<file path="config.mk">
export PLATFORM = sky130hd
export DESIGN_NAME = mod_fixed_mul_iter
export DESIGN_NICKNAME = d
export VERILOG_FILES = /design/src/rtl/mod_fixed_mul_iter_pkg.sv /design/src/rtl/mod_fixed_mul_iter_round_sat.sv /design/src/rtl/mod_fixed_mul_iter.sv
export SDC_FILE = /design/constraint.sdc
export NUM_CORES = 1
export LEC_CHECK = 0
export ABC_CLOCK_PERIOD_IN_PS = 13600
export CORE_ASPECT_RATIO = 1.4
export CORE_MARGIN = 5
export CORE_UTILIZATION = 24
export DETAILED_ROUTE_END_ITERATION = 16
export DONT_BUFFER_PORTS = 1
export PLACE_DENSITY_LB_ADDON = 0.15
export REMOVE_ABC_BUFFERS = 1
export SLEW_MARGIN = 20
export SYNTH_ARGS = -nofsm -noshare
export SYNTH_HDL_FRONTEND = slang
export SYNTH_HIERARCHICAL = 1
export SYNTH_SLANG_ARGS = --single-unit
</file>
<file path="constraint.sdc">
create_clock -name i_clk -period 13.6 [get_ports i_clk]
set_input_delay 2.72 -clock i_clk [delete_from_list [all_inputs] [get_ports i_clk]]
set_output_delay 2.72 -clock i_clk [all_outputs]
set_load 0.03 [all_outputs]
</file>
<file path="src/rtl/mod_fixed_mul_iter_pkg.sv">
// rtl/mod_fixed_mul_iter_pkg.sv - shared state encoding and round/saturate helper for fixed-point multipliers
package pkg_fixed;
   localparam int MAX_W = 32;

   typedef enum logic [1:0] {
      IDLE   = 2'd0,
      CALC   = 2'd1,
      FINISH = 2'd2
   } fixed_mul_state_e;

   // Returns {overflow, result[MAX_W-1:0]}; mag is the unsigned 2W-bit raw product.
   function automatic logic [MAX_W:0] fixed_round_sat(
      input logic [2*MAX_W-1:0] mag,
      input logic               sign,
      input int unsigned        w,
      input int unsigned        point,
      input logic               is_signed,
      input logic               round,
      input logic               sat
   );
      logic [2*MAX_W:0] r;
      logic [2*MAX_W:0] limit;
      logic [2*MAX_W:0] wmask;
      logic [MAX_W-1:0] v;
      logic             ovf;
      r = {1'b0, mag};
      if (round && point > 0) r = r + ((2*MAX_W+1)'(1) << (point - 1));
      r = r >> point;
      wmask = ((2*MAX_W+1)'(1) << w) - (2*MAX_W+1)'(1);
      // Negative results may reach one step further than positive ones.
      if (is_signed) limit = ((2*MAX_W+1)'(1) << (w - 1)) - {{(2*MAX_W){1'b0}}, ~sign};
      else           limit = wmask;
      ovf = r > limit;
      if (sat && ovf) r = limit;
      v = r[MAX_W-1:0] & wmask[MAX_W-1:0];
      if (sign) v = (~v + MAX_W'(1)) & wmask[MAX_W-1:0];
      return {ovf, v};
   endfunction
endpackage

</file>
<file path="src/rtl/mod_fixed_mul_iter_round_sat.sv">
// rtl/mod_fixed_mul_iter_round_sat.sv - combinational round, shift, saturate and sign stage
module mod_fixed_round_sat
   import pkg_fixed::*;
#(
   parameter int INPUT_WIDTH = 32,
   parameter int INPUT_POINT = 8,
   parameter int SIGNED      = 1,
   parameter int ROUND       = 1,
   parameter int SATURATE    = 1
) (
   input  logic [2*INPUT_WIDTH-1:0] i_mag,
   input  logic                     i_sign,
   output logic [INPUT_WIDTH-1:0]   o_out,
   output logic                     o_overflow
);
   logic [MAX_W:0] res;

   always_comb begin
      res = fixed_round_sat((2*MAX_W)'(i_mag), i_sign, INPUT_WIDTH, INPUT_POINT,
                            SIGNED != 0, ROUND != 0, SATURATE != 0);
   end

   assign o_out      = INPUT_WIDTH'(res[MAX_W-1:0]);
   assign o_overflow = res[MAX_W];
endmodule

</file>
<file path="src/rtl/mod_fixed_mul_iter.sv">
// rtl/mod_fixed_mul_iter.sv - iterative shift-add fixed-point multiplier with trigger/ready handshake
module mod_fixed_mul_iter
   import pkg_fixed::*;
#(
   parameter int INPUT_WIDTH = 32,
   parameter int INPUT_POINT = 8,
   parameter int DIGIT_BITS  = 1,
   parameter int SIGNED      = 1,
   parameter int ROUND       = 1,
   parameter int SATURATE    = 1
) (
   input  logic                   i_clk,
   input  logic                   i_rst,
   input  logic [INPUT_WIDTH-1:0] i_a,
   input  logic [INPUT_WIDTH-1:0] i_b,
   input  logic                   i_trigger,
   output logic [INPUT_WIDTH-1:0] o_out,
   output logic                   o_ready,
   output logic                   o_busy,
   output logic                   o_overflow
);
   localparam int W     = INPUT_WIDTH;
   localparam int W2    = 2 * INPUT_WIDTH;
   localparam int STEPS = INPUT_WIDTH / DIGIT_BITS;
   localparam int CW    = $clog2(STEPS + 1);
   localparam logic [1:0] S_IDLE   = IDLE;
   localparam logic [1:0] S_CALC   = CALC;
   localparam logic [1:0] S_FINISH = FINISH;

   if (INPUT_WIDTH % DIGIT_BITS != 0 || INPUT_WIDTH > MAX_W || INPUT_POINT >= INPUT_WIDTH) begin : g_param_check
      $error("mod_fixed_mul_iter: illegal parameter combination");
   end

   logic [1:0]    state_q, state_d;
   logic [W2-1:0] acc_q, acc_d;
   logic [W2-1:0] mcand_q, mcand_d;
   logic [W-1:0]  b_mag_q, b_mag_d;
   logic [CW-1:0] cnt_q, cnt_d;
   logic          sign_q, sign_d;
   logic [W-1:0]  out_q, out_d;
   logic          ovf_q, ovf_d;
   logic          ready_q, ready_d;
   logic          a_neg, b_neg;
   logic [W-1:0]  a_abs, b_abs;
   logic [W-1:0]  rs_out;
   logic          rs_ovf;

   always_comb begin
      state_d = state_q;
      acc_d   = acc_q;
      mcand_d = mcand_q;
      b_mag_d = b_mag_q;
      cnt_d   = cnt_q;
      sign_d  = sign_q;
      out_d   = out_q;
      ovf_d   = ovf_q;
      ready_d = 1'b0;
      a_neg   = (SIGNED != 0) && i_a[W-1];
      b_neg   = (SIGNED != 0) && i_b[W-1];
      a_abs   = a_neg ? -i_a : i_a;
      b_abs   = b_neg ? -i_b : i_b;
      case (state_q)
         S_IDLE: begin
            if (i_trigger) begin
               state_d = S_CALC;
               mcand_d = W2'(a_abs);
               b_mag_d = b_abs;
               acc_d   = '0;
               cnt_d   = CW'(STEPS);
               sign_d  = a_neg ^ b_neg;
            end
         end
         S_CALC: begin
            // One radix-2^DIGIT_BITS digit of the multiplier per cycle, LSB first.
            acc_d   = acc_q + mcand_q * W2'(b_mag_q[DIGIT_BITS-1:0]);
            mcand_d = mcand_q << DIGIT_BITS;
            b_mag_d = b_mag_q >> DIGIT_BITS;
            cnt_d   = cnt_q - CW'(1);
            if (cnt_q == CW'(1)) state_d = S_FINISH;
         end
         S_FINISH: begin
            out_d   = rs_out;
            ovf_d   = rs_ovf;
            ready_d = 1'b1;
            state_d = S_IDLE;
         end
         default: state_d = S_IDLE;
      endcase
   end

   always_ff @(posedge i_clk) begin
      if (i_rst) begin
         state_q <= S_IDLE;
         acc_q   <= '0;
         mcand_q <= '0;
         b_mag_q <= '0;
         cnt_q   <= '0;
         sign_q  <= 1'b0;
         out_q   <= '0;
         ovf_q   <= 1'b0;
         ready_q <= 1'b0;
      end else begin
         state_q <= state_d;
         acc_q   <= acc_d;
         mcand_q <= mcand_d;
         b_mag_q <= b_mag_d;
         cnt_q   <= cnt_d;
         sign_q  <= sign_d;
         out_q   <= out_d;
         ovf_q   <= ovf_d;
         ready_q <= ready_d;
      end
   end

   mod_fixed_round_sat #(
      .INPUT_WIDTH(INPUT_WIDTH),
      .INPUT_POINT(INPUT_POINT),
      .SIGNED     (SIGNED),
      .ROUND      (ROUND),
      .SATURATE   (SATURATE)
   ) u_round_sat (
      .i_mag     (acc_q),
      .i_sign    (sign_q),
      .o_out     (rs_out),
      .o_overflow(rs_ovf)
   );

   assign o_out      = out_q;
   assign o_ready    = ready_q;
   assign o_busy     = (state_q != S_IDLE);
   assign o_overflow = ovf_q;
endmodule

</file>
# ---- Word level (Yosys, flattened, before mapping)
# Index checks and enable logic that the tools add are counted.
dict set report totals {
  inputBits 67
  mem_bits_ro 0
  latchBits 0
  n_memories 0
  register_bits 203
  mem_bits_rw 0
  elab_cells 48
}
dict set report classes {
  eq_ne 5
  n_addsub 7
  reduce_logical 6
  bitwise 3
  multipliers 1
  n_shift 0
  div 0
  n_lt_le_gt_ge 1
  n_mux 16
}
# operator count
set op_table {}
lappend op_table {{64-bit case mux with 2 select lines} 2}
lappend op_table {{32-bit 2-to-1 mux} 5}
lappend op_table {{64-bit 2-to-1 mux} 2}
lappend op_table {{64-bit by 8-bit adder with 65-bit output, second input constant} 1}
lappend op_table {{57-bit by 65-bit greater-than comparator with 1-bit output} 1}
lappend op_table {{64-bit adder} 1}
lappend op_table {{64-bit by 1-bit multiplier with 64-bit output} 1}
lappend op_table {{32-bit negator} 2}
lappend op_table {{32-bit case mux with 2 select lines} 1}
lappend op_table {{32-bit by 1-bit subtractor with 33-bit output, first input constant} 1}
lappend op_table {{32-bit by 1-bit adder with 32-bit output, second input constant} 1}
lappend op_table {{32-bit inverter} 1}
lappend op_table {{6-bit case mux with 2 select lines} 1}
lappend op_table {{6-bit by 1-bit equality test with 1-bit output, second input constant} 1}
lappend op_table {{6-bit 2-to-1 mux} 1}
lappend op_table {{2-bit AND reduction} 3}
lappend op_table {{6-bit by 1-bit subtractor with 6-bit output, second input constant} 1}
lappend op_table {{2-bit 2-to-1 mux} 2}
lappend op_table {{2-bit != test, second input constant} 2}
lappend op_table {{2-bit case mux with 2 select lines} 1}
lappend op_table {{2-bit nonzero test} 2}
lappend op_table {{2-bit by 1-bit equality test with 1-bit output, second input constant} 1}
lappend op_table {{2-bit equality test, second input constant} 1}
lappend op_table {{2-bit logical NOT} 1}
lappend op_table {{3 further kinds} 3}

# ---- Longest topological paths before layout
dict set report depth {
  depth_word 7
  mapped_depth 26
  depth_no_buf 25
}

# ---- Cells and area by module
# The synthesis kept the hierarchy.
# mod area_per_inst_um2 seq_area_each_um2 instances cells_each
set by_module_without_submodules {}
lappend by_module_without_submodules {mod_fixed_mul_iter 12448.2 4063.9 1 1581}
lappend by_module_without_submodules {mod_fixed_round_sat 3618.5 0.0 1 560}

# ---- Worst setup path before layout
# Ideal clock, no wire load.
dict set report synth_timing {
  kind {register -> register}
  startpoint {register acc_q[21]}
  endpoint {register out_q[12] (netlist: o_out[12])}
  setup_slack_ns 8.018
  path_stages_with_launch 27
  t_arrival_ns 5.450
  period_less_slack_ns 5.582
  setup_time_ns 0.132
  path_cell_list {dfxtp_1 clkbuf_1 nand4_1 nor4_2 nand4_1 xor2_1 clkinv_1 ha_1 nand4_1 nor4_1 nand2_1 or3_1 mux2i_1 o2111a_1 nand3_2 buf_2 buf_2 o21ai_1 ha_1 inv_1 nor2_1 clkbuf_1 o311ai_0 o41ai_1 nor4_1 nand2_1 a21oi_1}
}
dict set report synth_between {
  elab_chain_cells 6
}
# item line_no
set synth_rtl {}
lappend synth_rtl {{start: declaration} mod_fixed_mul_iter.sv:35} ;# logic [W2-1:0] acc_q, acc_d;
lappend synth_rtl {{start signal: assignment} mod_fixed_mul_iter.sv:94} ;# acc_q <= '0;
lappend synth_rtl {{start signal: assignment} mod_fixed_mul_iter.sv:104} ;# acc_q <= acc_d;
lappend synth_rtl {{64-bit by 8-bit adder with 65-bit output (*)} mod_fixed_mul_iter_pkg.sv:27} ;# if (round && point > 0) r = r + ((2*MAX_W+1)'(1) << (point - 1));
lappend synth_rtl {{57-bit by 65-bit greater-than comparator with 1-bit output (*)} mod_fixed_mul_iter_pkg.sv:33} ;# ovf = r > limit;
lappend synth_rtl {{net rs_ovf} mod_fixed_mul_iter.sv:46} ;# logic rs_ovf;
lappend synth_rtl {{32-bit 2-to-1 mux (*)} mod_fixed_mul_iter_pkg.sv:34} ;# if (sat && ovf) r = limit;
lappend synth_rtl {{32-bit inverter} mod_fixed_mul_iter_pkg.sv:36} ;# if (sign) v = (~v + MAX_W'(1)) & wmask[MAX_W-1:0];
lappend synth_rtl {{32-bit by 1-bit adder with 32-bit output} mod_fixed_mul_iter_pkg.sv:36}
lappend synth_rtl {{32-bit 2-to-1 mux (*)} mod_fixed_mul_iter_pkg.sv:36}
lappend synth_rtl {{net rs_out[12]} mod_fixed_mul_iter.sv:45} ;# logic [W-1:0] rs_out;
lappend synth_rtl {{end signal: assignment} mod_fixed_mul_iter.sv:109} ;# out_q <= out_d;
lappend synth_rtl {{end: declaration} mod_fixed_mul_iter.sv:40} ;# logic [W-1:0] out_q, out_d;
# The timed path passes the listed nets; every way through them passes the cells marked *.
# A chain may end at the register's enable or synchronous reset.

# ---- Worst setup path after layout
dict set report layout_timing {
  startpoint {register acc_q[9]}
  endpoint {register out_q[26] (netlist: o_out[26])}
}
# Same word-level chain as after synthesis.

==> impl_results.md <==
- Total power density per cell area: roughly 90 nW/µm²
- FF-to-FF End: o_out[26]
- Reg-to-reg setup timing slack: 6420 ps
- Top cells by area in the synthesized netlist: sky130_fd_sc_hd__dfxtp_1, sky130_fd_sc_hd__ha_1, sky130_fd_sc_hd__a21oi_1
- Setup TNS: 0 ps
- Number of endpoints failing setup at the final stage: 0
- Detailed-route DRC error count: 0
- Clock Tree Root: sky130_fd_sc_hd__clkbuf_16
- Largest buffer count on any clock path: 3
- Post-cts sizing count: 0
- Cell Rows: 112
- Setup crit start kind: register
- GPL Wtd Cong: 0.843
- Post-synth ARST share: 0%
- Critical path arrival: between 7000 and 8000 ps
- Area growth, synth to finish: 10.1%
- Leading area contributor after synthesis: sky130_fd_sc_hd__dfxtp_1
- Synth Warn #: 6
- CTS clock-pin slew for the worst setup and hold paths: 60 ps
- Via count of the first global-routing pass: roughly 15000
- Post-CTS Hold Buffers: 0
- FF+latch count, synth: 203
- Mean routed wirelength per cell: 18.4 µm
- Largest clock skew in the final design: 24.8 ps
- Most common flop cell mapped by yosys: sky130_fd_sc_hd__dfxtp_1
- Count of buffers from port buffering: 0
- Rel. slew slack: 24.3%
- Total routing usage reported by global routing: 14.2%
- Unrepaired setup endpoints after global routing: no
- Clock net sink count: between 200 and 250
- Count of maximum capacitance violations: 0
- Length in cells of the worst reg-to-reg path: 24
- Beginning of the worst hold path: acc_q[6]
- Transition time at the pin with the least slew margin: roughly 1100 ps
- Number of fillers in the final layout: 7248
- Die Area: 72300 µm²
- Number of detailed-route iterations in the first pass: 5
- GRT overflow: 0
- Initial cell density of the core: ~24%
- Final hold violations: 0
- Antenna fix cells: 0
- Type of the worst setup path: reg2reg
- Width of the chip: 229 µm
- Minimum clock period: between 7000 and 8000 ps
- Outcome: complete, no violations
- Estimated wirelength of the detail-placed design: 40000 µm
- Mean instance size in the synthesized netlist: 7.50 µm²
- Highest achievable clock rate: 139 MHz
- Number of vias in the routed layout: roughly 15000
- Post-synthesis cell type count: 92
- Total Power: 1.59 mW
- Vias per Instance: 5.18
- Total area of sequential cells: 4070 µm²
- Cell types with the highest counts after synthesis: sky130_fd_sc_hd__nand2_1, sky130_fd_sc_hd__a21oi_1, sky130_fd_sc_hd__dfxtp_1
- TritonCTS clock tree: built
- Area used by multi-input combinational logic: 11300 µm²
- Critical register-to-register path startpoint: acc_q[9]
- Die extent in y: 316 µm
- Worst hold-check path type: reg2reg
- Cell count of the worst hold path: 2
- Standard cell core area: 66600 µm²
- Num ports: 102
- Final clock period utilization by the worst path: 52.8%
- Total setup buffers inserted after CTS: 0
- Max Fanout on Critical Path: 63
- Critical Path Sink Type: register
- DRT antenna net count: 0
- Worst min-delay path endpoint: acc_q[6]
- Non-filler cells in the finished layout: around 2900
- Post-layout nets: 2218
- Number of buffers added by the clock tree synthesis step: 26
- Share of cells above drive strength 1: 5.47%
- Count of routing violations after the opening detailed-route iteration: roughly 870
- Number of flops mapped to enable cells by yosys: 0
- Cell area after synthesis: 16100 µm²
- Worst IR Drop VDD: 0.0000780 V
- Most common cell in the synthesized netlist: sky130_fd_sc_hd__nand2_1
- CP required: 14050 ps
- Leakage power of the design: 6.76 nW
- Depth of the CTS H-tree: 1
- Post-detailed-routing wire length: approximately 54000 µm
- Source-to-sink clock delay at the later pin of the worst-skew pair: 570 ps
- Sequential fraction of the synthesis area: 25.3%
- Antenna violations before repair: 0
- Number of pins exceeding their max-slew limit in the final report: 0
- Largest net degree at the start of global routing: 135
- Wire length of the first global-routing pass: around 85000 µm
- Fraction of post-synthesis cell area in the top cell type by area: 25.3%
- Gate count of the mapped netlist: 2141
- Dpl cells: 2876
## layout by cell type (no fill, tap or decap), types with 8 or more instances in the layout
master,netlist,layout
sky130_fd_sc_hd__xor2_1,54,54
sky130_fd_sc_hd__nor3_1,55,54
sky130_fd_sc_hd__nand4_1,56,56
sky130_fd_sc_hd__o21a_1,12,12
sky130_fd_sc_hd__nand2_1,292,292
sky130_fd_sc_hd__a22oi_1,55,55
sky130_fd_sc_hd__nor2b_1,13,11
sky130_fd_sc_hd__a211oi_1,12,12
sky130_fd_sc_hd__nand2b_1,16,15
sky130_fd_sc_hd__mux2i_1,12,12
sky130_fd_sc_hd__or4_1,15,15
sky130_fd_sc_hd__nor4_1,25,25
sky130_fd_sc_hd__and3_1,19,19
sky130_fd_sc_hd__o21bai_1,13,13
sky130_fd_sc_hd__a21oi_1,220,220
sky130_fd_sc_hd__buf_4,0,17
sky130_fd_sc_hd__a21o_1,45,45
sky130_fd_sc_hd__a31oi_1,20,20
sky130_fd_sc_hd__a221oi_1,8,8
sky130_fd_sc_hd__nor2_1,116,114
sky130_fd_sc_hd__or3_1,21,21
sky130_fd_sc_hd__ha_1,101,101
sky130_fd_sc_hd__and2_1,71,70
sky130_fd_sc_hd__o21ai_0,103,103
sky130_fd_sc_hd__o22ai_1,14,14
sky130_fd_sc_hd__clkbuf_16,0,26
sky130_fd_sc_hd__and4_1,12,12
sky130_fd_sc_hd__xnor2_1,98,98
sky130_fd_sc_hd__dfxtp_1,203,202
sky130_fd_sc_hd__a22o_1,35,35
sky130_fd_sc_hd__nand3_1,79,79
sky130_fd_sc_hd__o31ai_1,25,25
sky130_fd_sc_hd__o211ai_1,10,10
sky130_fd_sc_hd__or2_2,8,8
sky130_fd_sc_hd__inv_1,48,48
## sequential cells by signal, summed over array words and instances, names as in the netlist
name        flops
cnt_q           6
o_overflow      1
o_out          32
b_mag_q        32
state_q         2
o_ready         1
sign_q          1
mcand_q        64
acc_q          64
## metrics by stage
stage | area [µm²] | setup slack, ps | hold WS (ps) | util [%]
after CTS | 17700 | 6460 | 468 | 26.6
after global placement | 16800 | 6650 | 450 | 25.2
final | 17700 | 6420 | 469 | 26.6
after detailed placement | 16800 | 6480 | 456 | 25.2
after floorplan | 15500 | 6030 | 433 | -
after global routing | 17700 | 5690 | 483 | 26.6
## worst max path at each step
stage / start / end / slack [ps] / cells past startpoint
4_1_cts: acc_q[19] / o_out[26] / 6460 / 24
5_1_grt: acc_q[19] / o_out[26] / 5690 / 24
6_report: acc_q[9] / o_out[26] / 6420 / 24
3_3_place_gp: acc_q[17] / o_out[26] / 6650 / 24
2_1_floorplan: i_trigger / acc_q[33] / 6030 / 3
3_5_place_dp: acc_q[19] / o_out[26] / 6480 / 24
## layout make-up
class / instances / area share (%)
clock buffers: 36 / 4.17
flip-flops and latches: 203 / 23.0
inverters: 49 / 1.04
repair buffers: 17 / 0.722
clock inverters: 10 / 1.08
multi-input cells: 1752 / 64.0
well taps: 855 / 6.05
## cells by family (layout without fill, tap and decap cells)
group	count (synthesis)	in the layout	share of synthesized area, %
and+or+nand+nor	843	843	27.0
xor gates and xnor gates	152	152	8.29
DFF	203	203	25.3
muxes	17	17	1.10
AOI/OAI and AO/OA	638	638	25.9
buffers and inverters	186	112	4.49
adders and majority gates	102	102	7.99
## worst max-delay path, stage by stage, from the launching register on
cell and delay (ps):
sky130_fd_sc_hd__dfxtp_1 590, sky130_fd_sc_hd__nand3_1 340, sky130_fd_sc_hd__nor4_1 590, sky130_fd_sc_hd__nand2_1 380, sky130_fd_sc_hd__nor3_1 290, sky130_fd_sc_hd__xor2_1 390
sky130_fd_sc_hd__ha_1 330, sky130_fd_sc_hd__o21a_1 190, sky130_fd_sc_hd__o21ai_0 150, sky130_fd_sc_hd__nand2b_1 80, sky130_fd_sc_hd__a31o_2 250, sky130_fd_sc_hd__nor4_1 320
sky130_fd_sc_hd__o2111a_1 340, sky130_fd_sc_hd__nand3_2 90, sky130_fd_sc_hd__buf_4 320, sky130_fd_sc_hd__o21ai_0 280, sky130_fd_sc_hd__ha_1 280, sky130_fd_sc_hd__inv_1 130
sky130_fd_sc_hd__nor2_1 880, sky130_fd_sc_hd__nand3_1 130, sky130_fd_sc_hd__or3_1 340, sky130_fd_sc_hd__a31oi_1 130, sky130_fd_sc_hd__nor3_1 70, sky130_fd_sc_hd__nand2_1 70
sky130_fd_sc_hd__a21oi_1 60
## report_power, final
part	switching (mW)	total, mW	leakage, nW	internal (mW)
combinational	0.128	0.201	4.66	0.0734
sequential	0.0170	0.632	1.65	0.615
clock	0.289	0.761	0.456	0.472
## routing by layer
layer  global-route usage, %  vias up  share of wire [%]
met1                    17.2     7089                 43
li1                        -     7659                  -
met3                    2.09       70                4.5
met5                       0        -                  0
met2                    26.2      318                 50
met4                    4.36        0                3.0
No activity file was read; power rests on OpenSTA's default activity.
